## src/rtl/dmem_bridge_pkg.sv

```systemverilog
// Shared types and constants for the data-memory to Avalon-MM bridge.
package dmem_bridge_pkg;

  typedef enum logic [1:0] {
    StIdle,
    StReq,
    StResp,
    StDone
  } bridge_state_e;

  localparam logic [31:0] ErrReaddataDefault = 32'hDEADBEEF;

  localparam int unsigned StallCntW   = 32;
  localparam int unsigned TimeoutCntW = 16;
  localparam int unsigned TimerW      = 16;

endpackage

```

## src/rtl/bus_timeout_timer.sv

```systemverilog
// Access watchdog: counts cycles spent in REQ/RESP and flags the last allowed cycle.
module bus_timeout_timer
  import dmem_bridge_pkg::*;
#(
  parameter int unsigned TIMEOUT_CYCLES = 1023
) (
  input  logic clk_i,
  input  logic rst_ni,
  input  logic clr_i,
  input  logic en_i,
  output logic expire_o
);

  localparam logic [TimerW-1:0] LastCycle = TimerW'(TIMEOUT_CYCLES - 1);

  logic [TimerW-1:0] timer_d, timer_q;

  always_comb begin
    timer_d = timer_q;
    if (clr_i) begin
      timer_d = '0;
    end else if (en_i && timer_q != '1) begin
      timer_d = timer_q + 1'b1;
    end
  end

  always_ff @(posedge clk_i or negedge rst_ni) begin
    if (!rst_ni) begin
      timer_q <= '0;
    end else begin
      timer_q <= timer_d;
    end
  end

  assign expire_o = en_i && (timer_q == LastCycle);

endmodule

```

## src/rtl/dmem_avalon_bridge.sv

```systemverilog
// Converts core load/store strobes into handshaked Avalon-MM accesses with a
// timeout failsafe, pipeline stall and CSR-visible stall/error counters.
module dmem_avalon_bridge
  import dmem_bridge_pkg::*;
#(
  parameter int unsigned TIMEOUT_CYCLES = 1023,
  parameter logic [31:0] ERR_READDATA   = ErrReaddataDefault
) (
  input  logic                   clk,
  input  logic                   reset,
  input  logic [31:0]            core_addr,
  input  logic [31:0]            core_writedata,
  input  logic                   core_write_en,
  input  logic                   core_read_en,
  input  logic [3:0]             core_byteenable,
  output logic [31:0]            core_readdata,
  output logic                   core_stall,
  output logic [31:0]            avm_address,
  output logic                   avm_read,
  output logic                   avm_write,
  output logic [31:0]            avm_writedata,
  output logic [3:0]             avm_byteenable,
  input  logic                   avm_waitrequest,
  input  logic [31:0]            avm_readdata,
  input  logic                   avm_readdatavalid,
  output logic [StallCntW-1:0]   stall_cycles,
  output logic [TimeoutCntW-1:0] timeout_count,
  output logic                   err_sticky
);

  bridge_state_e state_d, state_q;

  logic [31:0]            addr_d, addr_q;
  logic [31:0]            wdata_d, wdata_q;
  logic [3:0]             be_d, be_q;
  logic                   is_write_d, is_write_q;
  logic [31:0]            rdata_d, rdata_q;
  logic [StallCntW-1:0]   stall_cnt_d, stall_cnt_q;
  logic [TimeoutCntW-1:0] to_cnt_d, to_cnt_q;
  logic                   err_d, err_q;
  logic                   drop_valid_d, drop_valid_q;

  logic req;
  logic valid_eff;
  logic timer_clr;
  logic timer_en;
  logic timer_expire;

  assign req       = core_read_en | core_write_en;
  // A response owed to an abandoned read must never complete a later access.
  assign valid_eff = avm_readdatavalid & ~drop_valid_q;
  assign timer_en  = (state_q == StReq) || (state_q == StResp);

  bus_timeout_timer #(
    .TIMEOUT_CYCLES(TIMEOUT_CYCLES)
  ) u_timer (
    .clk_i   (clk),
    .rst_ni  (reset),
    .clr_i   (timer_clr),
    .en_i    (timer_en),
    .expire_o(timer_expire)
  );

  always_comb begin
    state_d      = state_q;
    addr_d       = addr_q;
    wdata_d      = wdata_q;
    be_d         = be_q;
    is_write_d   = is_write_q;
    rdata_d      = rdata_q;
    to_cnt_d     = to_cnt_q;
    err_d        = err_q;
    drop_valid_d = drop_valid_q;
    timer_clr    = 1'b0;

    if (avm_readdatavalid && drop_valid_q) begin
      drop_valid_d = 1'b0;
    end

    unique case (state_q)
      StIdle: begin
        if (valid_eff) begin
          err_d = 1'b1;
        end
        if (req) begin
          addr_d     = core_addr;
          wdata_d    = core_writedata;
          be_d       = core_byteenable;
          is_write_d = core_write_en;
          timer_clr  = 1'b1;
          state_d    = StReq;
          if (core_read_en && core_write_en) begin
            err_d = 1'b1;
          end
        end
      end
      StReq: begin
        if (!avm_waitrequest && (is_write_q || valid_eff)) begin
          state_d = StDone;
          if (!is_write_q) begin
            rdata_d = avm_readdata;
          end
        end else if (timer_expire) begin
          state_d = StDone;
          err_d   = 1'b1;
          if (to_cnt_q != '1) begin
            to_cnt_d = to_cnt_q + 1'b1;
          end
          if (!is_write_q) begin
            rdata_d = ERR_READDATA;
            // Read was accepted on this last cycle, so its data is still owed.
            if (!avm_waitrequest) begin
              drop_valid_d = 1'b1;
            end
          end
        end else if (!avm_waitrequest) begin
          state_d = StResp;
        end
      end
      StResp: begin
        if (valid_eff) begin
          state_d = StDone;
          rdata_d = avm_readdata;
        end else if (timer_expire) begin
          state_d      = StDone;
          err_d        = 1'b1;
          rdata_d      = ERR_READDATA;
          drop_valid_d = 1'b1;
          if (to_cnt_q != '1) begin
            to_cnt_d = to_cnt_q + 1'b1;
          end
        end
      end
      StDone: begin
        if (valid_eff) begin
          err_d = 1'b1;
        end
        state_d = StIdle;
      end
      default: state_d = StIdle;
    endcase
  end

  always_comb begin
    stall_cnt_d = stall_cnt_q;
    if (core_stall && stall_cnt_q != '1) begin
      stall_cnt_d = stall_cnt_q + 1'b1;
    end
  end

  always_ff @(posedge clk or negedge reset) begin
    if (!reset) begin
      state_q      <= StIdle;
      addr_q       <= '0;
      wdata_q      <= '0;
      be_q         <= '0;
      is_write_q   <= 1'b0;
      rdata_q      <= '0;
      stall_cnt_q  <= '0;
      to_cnt_q     <= '0;
      err_q        <= 1'b0;
      drop_valid_q <= 1'b0;
    end else begin
      state_q      <= state_d;
      addr_q       <= addr_d;
      wdata_q      <= wdata_d;
      be_q         <= be_d;
      is_write_q   <= is_write_d;
      rdata_q      <= rdata_d;
      stall_cnt_q  <= stall_cnt_d;
      to_cnt_q     <= to_cnt_d;
      err_q        <= err_d;
      drop_valid_q <= drop_valid_d;
    end
  end

  // Strobes decode straight from the async-reset state so reset drops them at once.
  assign avm_read       = (state_q == StReq) && !is_write_q;
  assign avm_write      = (state_q == StReq) && is_write_q;
  assign avm_address    = addr_q;
  assign avm_writedata  = wdata_q;
  assign avm_byteenable = be_q;

  assign core_stall    = ((state_q == StIdle) && req) || timer_en;
  assign core_readdata = rdata_q;
  assign stall_cycles  = stall_cnt_q;
  assign timeout_count = to_cnt_q;
  assign err_sticky    = err_q;

endmodule

```

## config.mk

```make
export PLATFORM = sky130hd
export DESIGN_NAME = dmem_avalon_bridge
export DESIGN_NICKNAME = d
export VERILOG_FILES = /design/src/rtl/dmem_bridge_pkg.sv /design/src/rtl/bus_timeout_timer.sv /design/src/rtl/dmem_avalon_bridge.sv
export SDC_FILE = /design/constraint.sdc
export NUM_CORES = 1
export LEC_CHECK = 0
export CAP_MARGIN = 15
export CORE_ASPECT_RATIO = 0.9
export CORE_UTILIZATION = 46
export DETAILED_ROUTE_END_ITERATION = 6
export HOLD_SLACK_MARGIN = 0.03
export PLACE_DENSITY = 0.92
export SYNTH_ARGS = -nofsm -noshare
export SYNTH_HDL_FRONTEND = slang
export SYNTH_SLANG_ARGS = --single-unit
```

## constraint.sdc

```tcl
create_clock -name clk -period 2.9 [get_ports clk]
set_clock_uncertainty 0.15 [all_clocks]
set_input_delay 0.435 -clock clk [delete_from_list [all_inputs] [get_ports clk]]
set_output_delay 0.435 -clock clk [all_outputs]
set_load 0.05 [all_outputs]
```

== Word-level counts from Yosys, hierarchy flattened ==
Cells that the tools add are included.
W data, S select, Z words.
Word-level totals
  flip-flop bits (word level): 169
  output and inout port bits: 152
  logic and storage cells: 92
Cells by class
  add/subtract/negate cells: 3
  equality and inequality tests: 15
  multiplexer cells: 38
  bitwise operators: 3
  reductions and logical operators: 22
Operators by type and width (number)
  $mux W32: 6
  $mux W16: 6
  $pmux W32 S2: 1
  $add A16 B1 Y16 const B: 2
  $add A32 B1 Y32 const B: 1
  $ne A16 B16 Y1 const B: 2
  $ne A32 B32 Y1 const B: 1
  $pmux W16 S2: 1
  $eq A16 B10 Y1 const B: 1
  $mux W1: 15
  $mux W2: 6
  $logic_and A1 B1 Y1: 9
  $ne A3 B3 Y1 const B: 3
  $pmux W2 S4: 1
  $ne A2 B2 Y1 const B: 3
  $reduce_and A3 Y1: 2
  $reduce_and A5 Y1: 1
  $eq A2 B2 Y1 const B: 2
  $ne A4 B3 Y1 const B: 1
  $pmux W1 S4: 1
  $reduce_and A2 Y1: 2
  $reduce_bool A2 Y1: 2
  $logic_or A1 B1 Y1: 3
  $ne A3 B2 Y1 const B: 1
  7 further kinds: 8

== Longest topological paths before layout ==
Gate-level depths: netlist of the first run.
  depth in word-level cells: 7
  gate-level depth with buffers: 8
  mapped depth without buffers: 7

== Modules after synthesis ==
Synthesis of the first run repeated with hierarchy kept, for this count alone.
Unflattened totals
  cells, all modules: 796
  area, all modules: 7604.8 um^2
Modules (own cells, without submodules)
  dmem_avalon_bridge: instances 1, cells an instance 697, area each 6622.6 um^2, sequential area each 3828.7 um^2
  bus_timeout_timer: instances 1, cells an instance 99, area each 982.2 um^2, sequential area each 400.4 um^2

== Worst setup path before layout of the first run ==
No wires, ideal clock.
  kind: reg-to-reg
  from: reg state_q[1]
  to: reg rdata_q[30], in the netlist core_readdata[30]
  setup time: 128 ps
  data arrival time: 2365 ps
  slack: 257 ps
  cell stages (with the launch flop): 9
  period minus slack after synthesis: 2643 ps
  cell sequence: dfrtp_1 -> inv_1 -> ha_1 -> nor2b_1 -> o21ai_0 -> nand2_1 -> a211oi_4 -> buf_6 -> mux2_1
Between the ends
  word-level cells in the longest chain between the ends: 5
  elaborated cells on any way between the ends: 11
  those cells by class: eq/ne (6); mux (1); reduce/logical (4)
Ends and longest elaborated chain
  from (decl): line dmem_avalon_bridge.sv:31  | bridge_state_e state_d, state_q;
  from (signal assigned): line dmem_avalon_bridge.sv:153  | state_q <= StIdle;
  from (signal assigned): line dmem_avalon_bridge.sv:164  | state_q <= state_d;
  $eq A2 B1 Y1 / $eq A2 B2 Y1 (equally long branches): line dmem_avalon_bridge.sv:52, dmem_avalon_bridge.sv:80
  $logic_or A1 B1 Y1: line dmem_avalon_bridge.sv:52  | assign timer_en = (state_q == StReq) || (state_q == StResp);
  $logic_and A1 B1 Y1: line bus_timeout_timer.sv:35  | assign expire_o = en_i && (timer_q == LastCycle);
  $ne A3 B2 Y1 (no source line) / $ne A3 B3 Y1 (equally long branches)
  $reduce_and A5 Y1 (no source line)
  to (signal assigned): line dmem_avalon_bridge.sv:169  | rdata_q <= rdata_d;
  to (decl): line dmem_avalon_bridge.sv:37  | logic [31:0] rdata_d, rdata_q;
Several ways; a longest one is shown, not always the timed one.
A chain may end at the register's enable or synchronous reset.

== Worst setup path after layout of the first run ==
  from: reg state_q[1]
  to: out avm_write
Between the ends
  word-level cells in the longest chain between the ends: 2
Ends and longest elaborated chain
  $eq A2 B1 Y1: line dmem_avalon_bridge.sv:179  | assign avm_write = (state_q == StReq) && is_write_q;
  $logic_and A1 B1 Y1: line dmem_avalon_bridge.sv:179
  to (decl): line dmem_avalon_bridge.sv:20  | output logic avm_write,
No other way between the ends.

==> impl_metrics.json, run 1 <==
{
  "coreArea_um2": 16100,
  "rr_endpoint": "core_readdata[11]$_DFFE_PN0P_",
  "die_w_um": 138,
  "clock-sinks": 169,
  "cp-end-kind": "output port",
  "clkPwrFrac_pct": 18.9,
  "cts-root-buf": "clkbuf_16",
  "async_reset_ff_share_pct": 100,
  "dieArea_um2": 17100,
  "netlist_area_um2": 7610,
  "start_util_pct": 47.2,
  "port_buffers": 257,
  "cp_slowest_stage_delay_ns": 0.56,
  "hp-class": "flop to flop",
  "diodes": 0,
  "finalCriticalPeriod_ns": 2.68,
  "finalNonFillerCells": 1245,
  "whs_ns": 0.320,
  "htree_levels": 4,
  "fillCellCount": 1209,
  "whs_path_depth": 2,
  "maxSlewHeadroom_pct": 48.6,
  "antenna_found_initial": 0,
  "grt-ovfl-total": 0,
  "ys_seq_elements": 169,
  "synth_edf_count": 0,
  "setup_violations": 0,
  "seq_area_frac_synth_pct": 55.5,
  "synth_cell_types": 52,
  "critPathArrivalTime_ns": 2.09,
  "hpwlAfterDp_mm": 14.3,
  "r2r_cells": 8,
  "power_frac_comb_pct": 52.3,
  "post-route-drc-count": 0,
  "drt_iter0_drc": 548,
  "routedWlPerCell_um": 16.3,
  "fin_crit_sh_pct": 92.4,
  "pwr-share-seq_pct": 28.8,
  "finalMaxSlewViolations": 0,
  "path_delay_family": "buffers and inverters",
  "synth.most_common_cell": "nand2_1",
  "min_from": "avm_address[16]$_DFFE_PN0P_",
  "grt_setup_unrepaired": "false",
  "grt_max_degree": 86,
  "p_total_mw": 12.3,
  "p_leak_nw": 4.98,
  "critPathLaunch": "state_q[1]$_DFFE_PN0P_",
  "num_vias": 6601,
  "crit_cells": 5,
  "swShare_pct": 45.9,
  "setup_tns_ns": 0,
  "ant_nets": 0,
  "peakVddDrop_mv": 0.752,
  "layout-drive-gt1-share_pct": 7.80,
  "outcome": "complete, no violations",
  "power.internal_mw": 6.66,
  "criticalPathCategory": "flop to output port",
  "max_freq_mhz": 373,
  "yosys-top-cells-count": "nand2_1 (246), dfrtp_1 (169), xnor2_1 (35)",
  "cts_buffer_depth": 2,
  "syn_avg_cell_area_um2": 9.97,
  "synth_top_area_share_pct": 55.5,
  "dr.pass1.iters": 6,
  "synth_area_leaders": "dfrtp_1 (56%), nand2_1 (12%), xnor2_1 (4.0%)",
  "yosys_warnings": 0,
  "fp-row-count": 44,
  "ios": 258,
  "routed_via_density": 5.30,
  "tightestPinTransition_ns": 0.771,
  "syn_nets": 879,
  "start_kind": "flop",
  "r2r_slack_ns": 0.24,
  "grt_usage_pct": 23.6,
  "p_sw_mw": 5.64,
  "min_to": "avm_address[16]$_DFFE_PN0P_",
  "place.gp.congestion": 0.826,
  "synth_cells": 764,
  "clkSlewWorstSetupHoldPaths_ns": 0.06,
  "cap_violations": 0,
  "crit_fanout": 6,
  "area_growth_pct": 45.5,
  "ys.flop_type": "dfrtp_1",
  "finalHoldViolCount": 0,
  "die_h_um": 124,
  "crit_chain": "inv_1, ha_1, nand2_1, inv_1, dlygate4sd2_1",
  "cp.buffers_inverters": 3,
  "grt_pass1_vias": 6333,
  "reg2reg_from": "u_timer.timer_q[0]$_DFFE_PN0P_",
  "yosys.area.top_type": "dfrtp_1",
  "final_nets": 1141,
  "cts_inserted_buffers": 17,
  "crit_required_ns": 2.32,
  "wl_mm": 20.3,
  "cts_tree": "built",
  "cp_slowest_cell": "dlygate4sd2_1",
  "grt_first_pass_wirelength_mm": 31.2,
  "power_density_nw_per_um2": 1110,
  "cp_common_cell": "inv_1",
  "clk_latency_ns": 0.42,
  "dp.cells": 1213
}
## worst min-delay path, cell delays in order (launching register included)
cell     delay [ns]
dfrtp_1        0.34
nand2_1        0.05
nand2_1        0.05
## power by group through the flow
stage	Sequential (mW)	Clock [mW]	Combinational [mW]
2_1_floorplan	5.81	0	2.01
3_3_place_gp	3.54	0	6.30
3_5_place_dp	3.57	0	6.43
4_1_cts	3.54	2.36	6.46
5_1_grt	3.63	2.46	6.82
6_report	3.54	2.32	6.43
## through the flow
step	setup WS, ns	cell area, um2	util (%)
after detailed placement	0.232	10500	64.9
after CTS	0.201	11100	68.7
after global placement	0.341	10500	64.9
final	0.221	11100	68.7
after floorplan	0.257	7610	-
after global routing	0.0951	11100	68.7
## cells in the final DEF (no fill, tap or decap), types with 4 or more instances in the layout
cell type        netlist  layout
a21oi_1               13      13
and2_1                 5       5
and3_1                17      17
and4_1                 6       6
buf_12                 0       4
buf_4                  0       9
clkbuf_16              0      17
clkdlybuf4s50_1        0     253
dfrtp_1              169     169
ha_1                   9       9
inv_1                 22      22
mux2_2                25      25
mux2i_1               10      10
nand2_1              246     246
nand2b_1              27      27
nand3_1               21      21
nand4_1               21      21
nor2_1                24      24
nor3_1                 7       7
nor4_1                 7       7
o211ai_1               5       5
o21ai_0                9       9
o31ai_1                4       4
or4_1                  8       8
xnor2_1               35      35
xor2_1                13      13
## state kept, by name (all words and copies together) (netlist names)
signal / cells
avm_address: 32
avm_writedata: 32
core_readdata: 32
stall_cycles: 32
timeout_count: 16
u_timer.timer_q: 16
avm_byteenable: 4
state_q: 2
drop_valid_q: 1
err_sticky: 1
is_write_q: 1
## final cells by class
class / count / area [um2] / area share, %
clock buffer: 17 / 425 / 3.84
inverter: 22 / 82.6 / 0.746
multi-input combinational: 547 / 3200 / 28.9
tap: 207 / 259 / 2.34
clock inverter: 14 / 171 / 1.55
timing repair buffer: 269 / 2710 / 24.5
sequential: 169 / 4230 / 38.2
## what timing repair did
action | in CTS | in global routing
hold endpoints to repair | 44 | 0
setup endpoints to repair | 1 | 0
gates resized for setup | 1 | 0
setup buffers | 0 | 0
hold buffers | 1 | 0
## worst max-delay path by stage
| stage | to | slack (ns) |
|---|---|---|
| finish | avm_write | 0.22 |
| detailed placement | stall_cycles[25]$_DFFE_PN0P_ | 0.23 |
| CTS | avm_write | 0.20 |
| global route | u_timer.timer_q[11]$_DFFE_PN0P_ | 0.1 |
| floorplan | core_readdata[30]$_DFFE_PN0P_ | 0.26 |
| global placement | core_readdata[9]$_DFFE_PN0P_ | 0.34 |
## per-layer routing
metal / up-vias / share of wire (%) / global-route usage [%]
met4: 0 / 1.5 / 6.59
met2: 282 / 50 / 40.2
met3: 36 / 8.3 / 7.65
met1: 3221 / 40 / 28.7
li1: 3062 / - / -
met5: - / 0 / 0
## cells by family after synthesis
kind of cell / count (synthesis) / share of synthesized area, %
mux: 37 / 5.31
buf+inv: 48 / 2.68
simple gates: 403 / 24.7
flops: 169 / 55.5
fa+ha+maj: 9 / 1.48
compound gates: 50 / 4.72
xor+xnor: 48 / 5.52
No activity file was read; power rests on OpenSTA's default activity.
==> inputs of run 2 (changes only) <==
SLEW_MARGIN = 30   (was unset)
==> results of run 2 <==
Same layout as run 1: the final DEF is identical, and so are final timing and power.
==> inputs of run 3 (changes only) <==
CORE_MARGIN = 5   (was unset)
GPL_ROUTABILITY_DRIVEN = 0   (was unset)
==> impl_metrics.json, run 3 (synthesis gave the netlist of run 1 again) <==
{
  "grt_max_degree": 72,
  "final_nets": 1141,
  "maxSlewHeadroom_pct": 58.4,
  "hp-class": "flop to flop",
  "antenna_found_initial": 0,
  "fp-row-count": 44,
  "critPathArrivalTime_ns": 2.10,
  "finalNonFillerCells": 1245,
  "grt_setup_unrepaired": "false",
  "p_sw_mw": 5.65,
  "pwr-share-seq_pct": 29.4,
  "dieArea_um2": 19200,
  "clock-sinks": 169,
  "routed_via_density": 5.15,
  "busiest_layer": "met2",
  "setup_violations": 0,
  "grt_first_pass_wirelength_mm": 34.1,
  "drt_iter0_drc": 416,
  "clk_latency_ns": 0.42,
  "finalHoldViolCount": 0,
  "cts_inserted_buffers": 17,
  "grt_pass1_vias": 6536,
  "ant_nets": 0,
  "setup_tns_ns": 0,
  "num_vias": 6417,
  "gr-usage-met1_pct": 27.1,
  "hpwlAfterDp_mm": 15.1,
  "final_common_cell": "clkdlybuf4s50_1",
  "crit_required_ns": 2.32,
  "layout-drive-gt1-share_pct": 7.71,
  "diodes": 0,
  "area_growth_pct": 44.7,
  "cts-root-buf": "clkbuf_16",
  "use_met2_pct": 35.8,
  "grt_usage_pct": 21.4,
  "post-route-drc-count": 0,
  "postCtsSetupRepairBufs": 0,
  "power_density_nw_per_um2": 1100,
  "cts_buffer_depth": 2,
  "power.internal_mw": 6.42,
  "final_cell_mix": "clkdlybuf4s50_1 (253), nand2_1 (246), dfrtp_1 (169)",
  "p_leak_nw": 4.95,
  "pre_cts_ws_ns": 0.281,
  "outcome": "complete, no violations",
  "ios": 258,
  "peakVddDrop_mv": 0.917,
  "routedWlPerCell_um": 16.5,
  "dp.cells": 1213,
  "swShare_pct": 46.8,
  "power_frac_comb_pct": 53.2,
  "cp-end-kind": "output port",
  "finalCriticalPeriod_ns": 2.69,
  "finalMaxSlewViolations": 0,
  "use_met3_pct": 7.46,
  "die_h_um": 132,
  "criticalPathCategory": "flop to output port",
  "crit_fanout": 6,
  "htree_levels": 4,
  "start_kind": "flop",
  "port_buffers": 257,
  "start_util_pct": 47.0,
  "clkPwrFrac_pct": 17.5,
  "worst_slack_ns": 0.213,
  "cts_tree": "built",
  "cap_violations": 0,
  "fin_crit_sh_pct": 92.6,
  "grt-ovfl-total": 0,
  "coreArea_um2": 16200,
  "clkSlewWorstSetupHoldPaths_ns": 0.06,
  "wl_mm": 20.5,
  "tightestPinTransition_ns": 0.620,
  "dr.pass1.iters": 5,
  "die_w_um": 146,
  "max_freq_mhz": 372
}
## run 3: worst paths after layout
| check | from | end | slack (ns) | cells past startpoint |
|---|---|---|---|---|
| hold / removal | avm_address[12]$_DFFE_PN0P_ | avm_address[12]$_DFFE_PN0P_ | 0.32 | 2 |
| min in group asynchronous | reset | core_readdata[18]$_DFFE_PN0P_ | 0.37 | 2 |
| setup reg to reg | state_q[0]$_DFFE_PN0P_ | core_readdata[6]$_DFFE_PN0P_ | 0.26 | 7 |
| hold reg to reg | avm_address[12]$_DFFE_PN0P_ | avm_address[12]$_DFFE_PN0P_ | 0.32 | 2 |
| max in group asynchronous | reset | avm_writedata[21]$_DFFE_PN0P_ | 1.49 | 3 |
| setup / recovery | state_q[1]$_DFFE_PN0P_ | avm_write | 0.21 | 5 |
## run 3: metrics by stage
| stage | utilization, % | area (um2) | hold WS (ns) | total power, mW |
|---|---|---|---|---|
| final | 68.1 | 11000 | 0.321 | 12.1 |
| after global routing | 68.1 | 11000 | 0.346 | 12.7 |
| after CTS | 68.1 | 11000 | 0.328 | 12.2 |
| after detailed placement | 64.7 | 10500 | 0.257 | 10.0 |
| after global placement | 64.7 | 10500 | 0.256 | 9.87 |
| after floorplan | - | 7610 | -0.0106 | 7.83 |
## run 3: layer usage
metal  up-vias  routed length, um
met5         -                  0
met4         0                340
met3        30               1630
met2       244              10100
met1      3067               8490
li1       3076                  -
## run 3: area by class of cell
cell class	count	area, um2
fill	1219	5170
tap	207	259
sequential	169	4230
clock inverter	13	109
multi-input combinational	547	3200
timing repair buffer	269	2710
inverter	22	82.6
clock buffer	18	429
## run 3: critical path: stages, from the launching register on
cell and delay, ns:
dfrtp_1 0.42, inv_1 0.14, ha_1 0.30, nand2_1 0.14, inv_1 0.13, dlygate4sd2_1 0.56
## run 3: timing repair
item	CTS	global route
endpoints found under the setup margin	1	0
hold buffers	1	0
gates resized for setup	1	0
hold endpoints to repair	47	0
## run 3: power by group through the flow
stage | Clock, mW | Sequential (mW) | Combinational, mW
finish | 2.11 | 3.54 | 6.42
global placement | 0 | 3.54 | 6.33
detailed placement | 0 | 3.59 | 6.45
floorplan | 0 | 5.81 | 2.01
CTS | 2.15 | 3.55 | 6.48
global route | 2.26 | 3.63 | 6.84
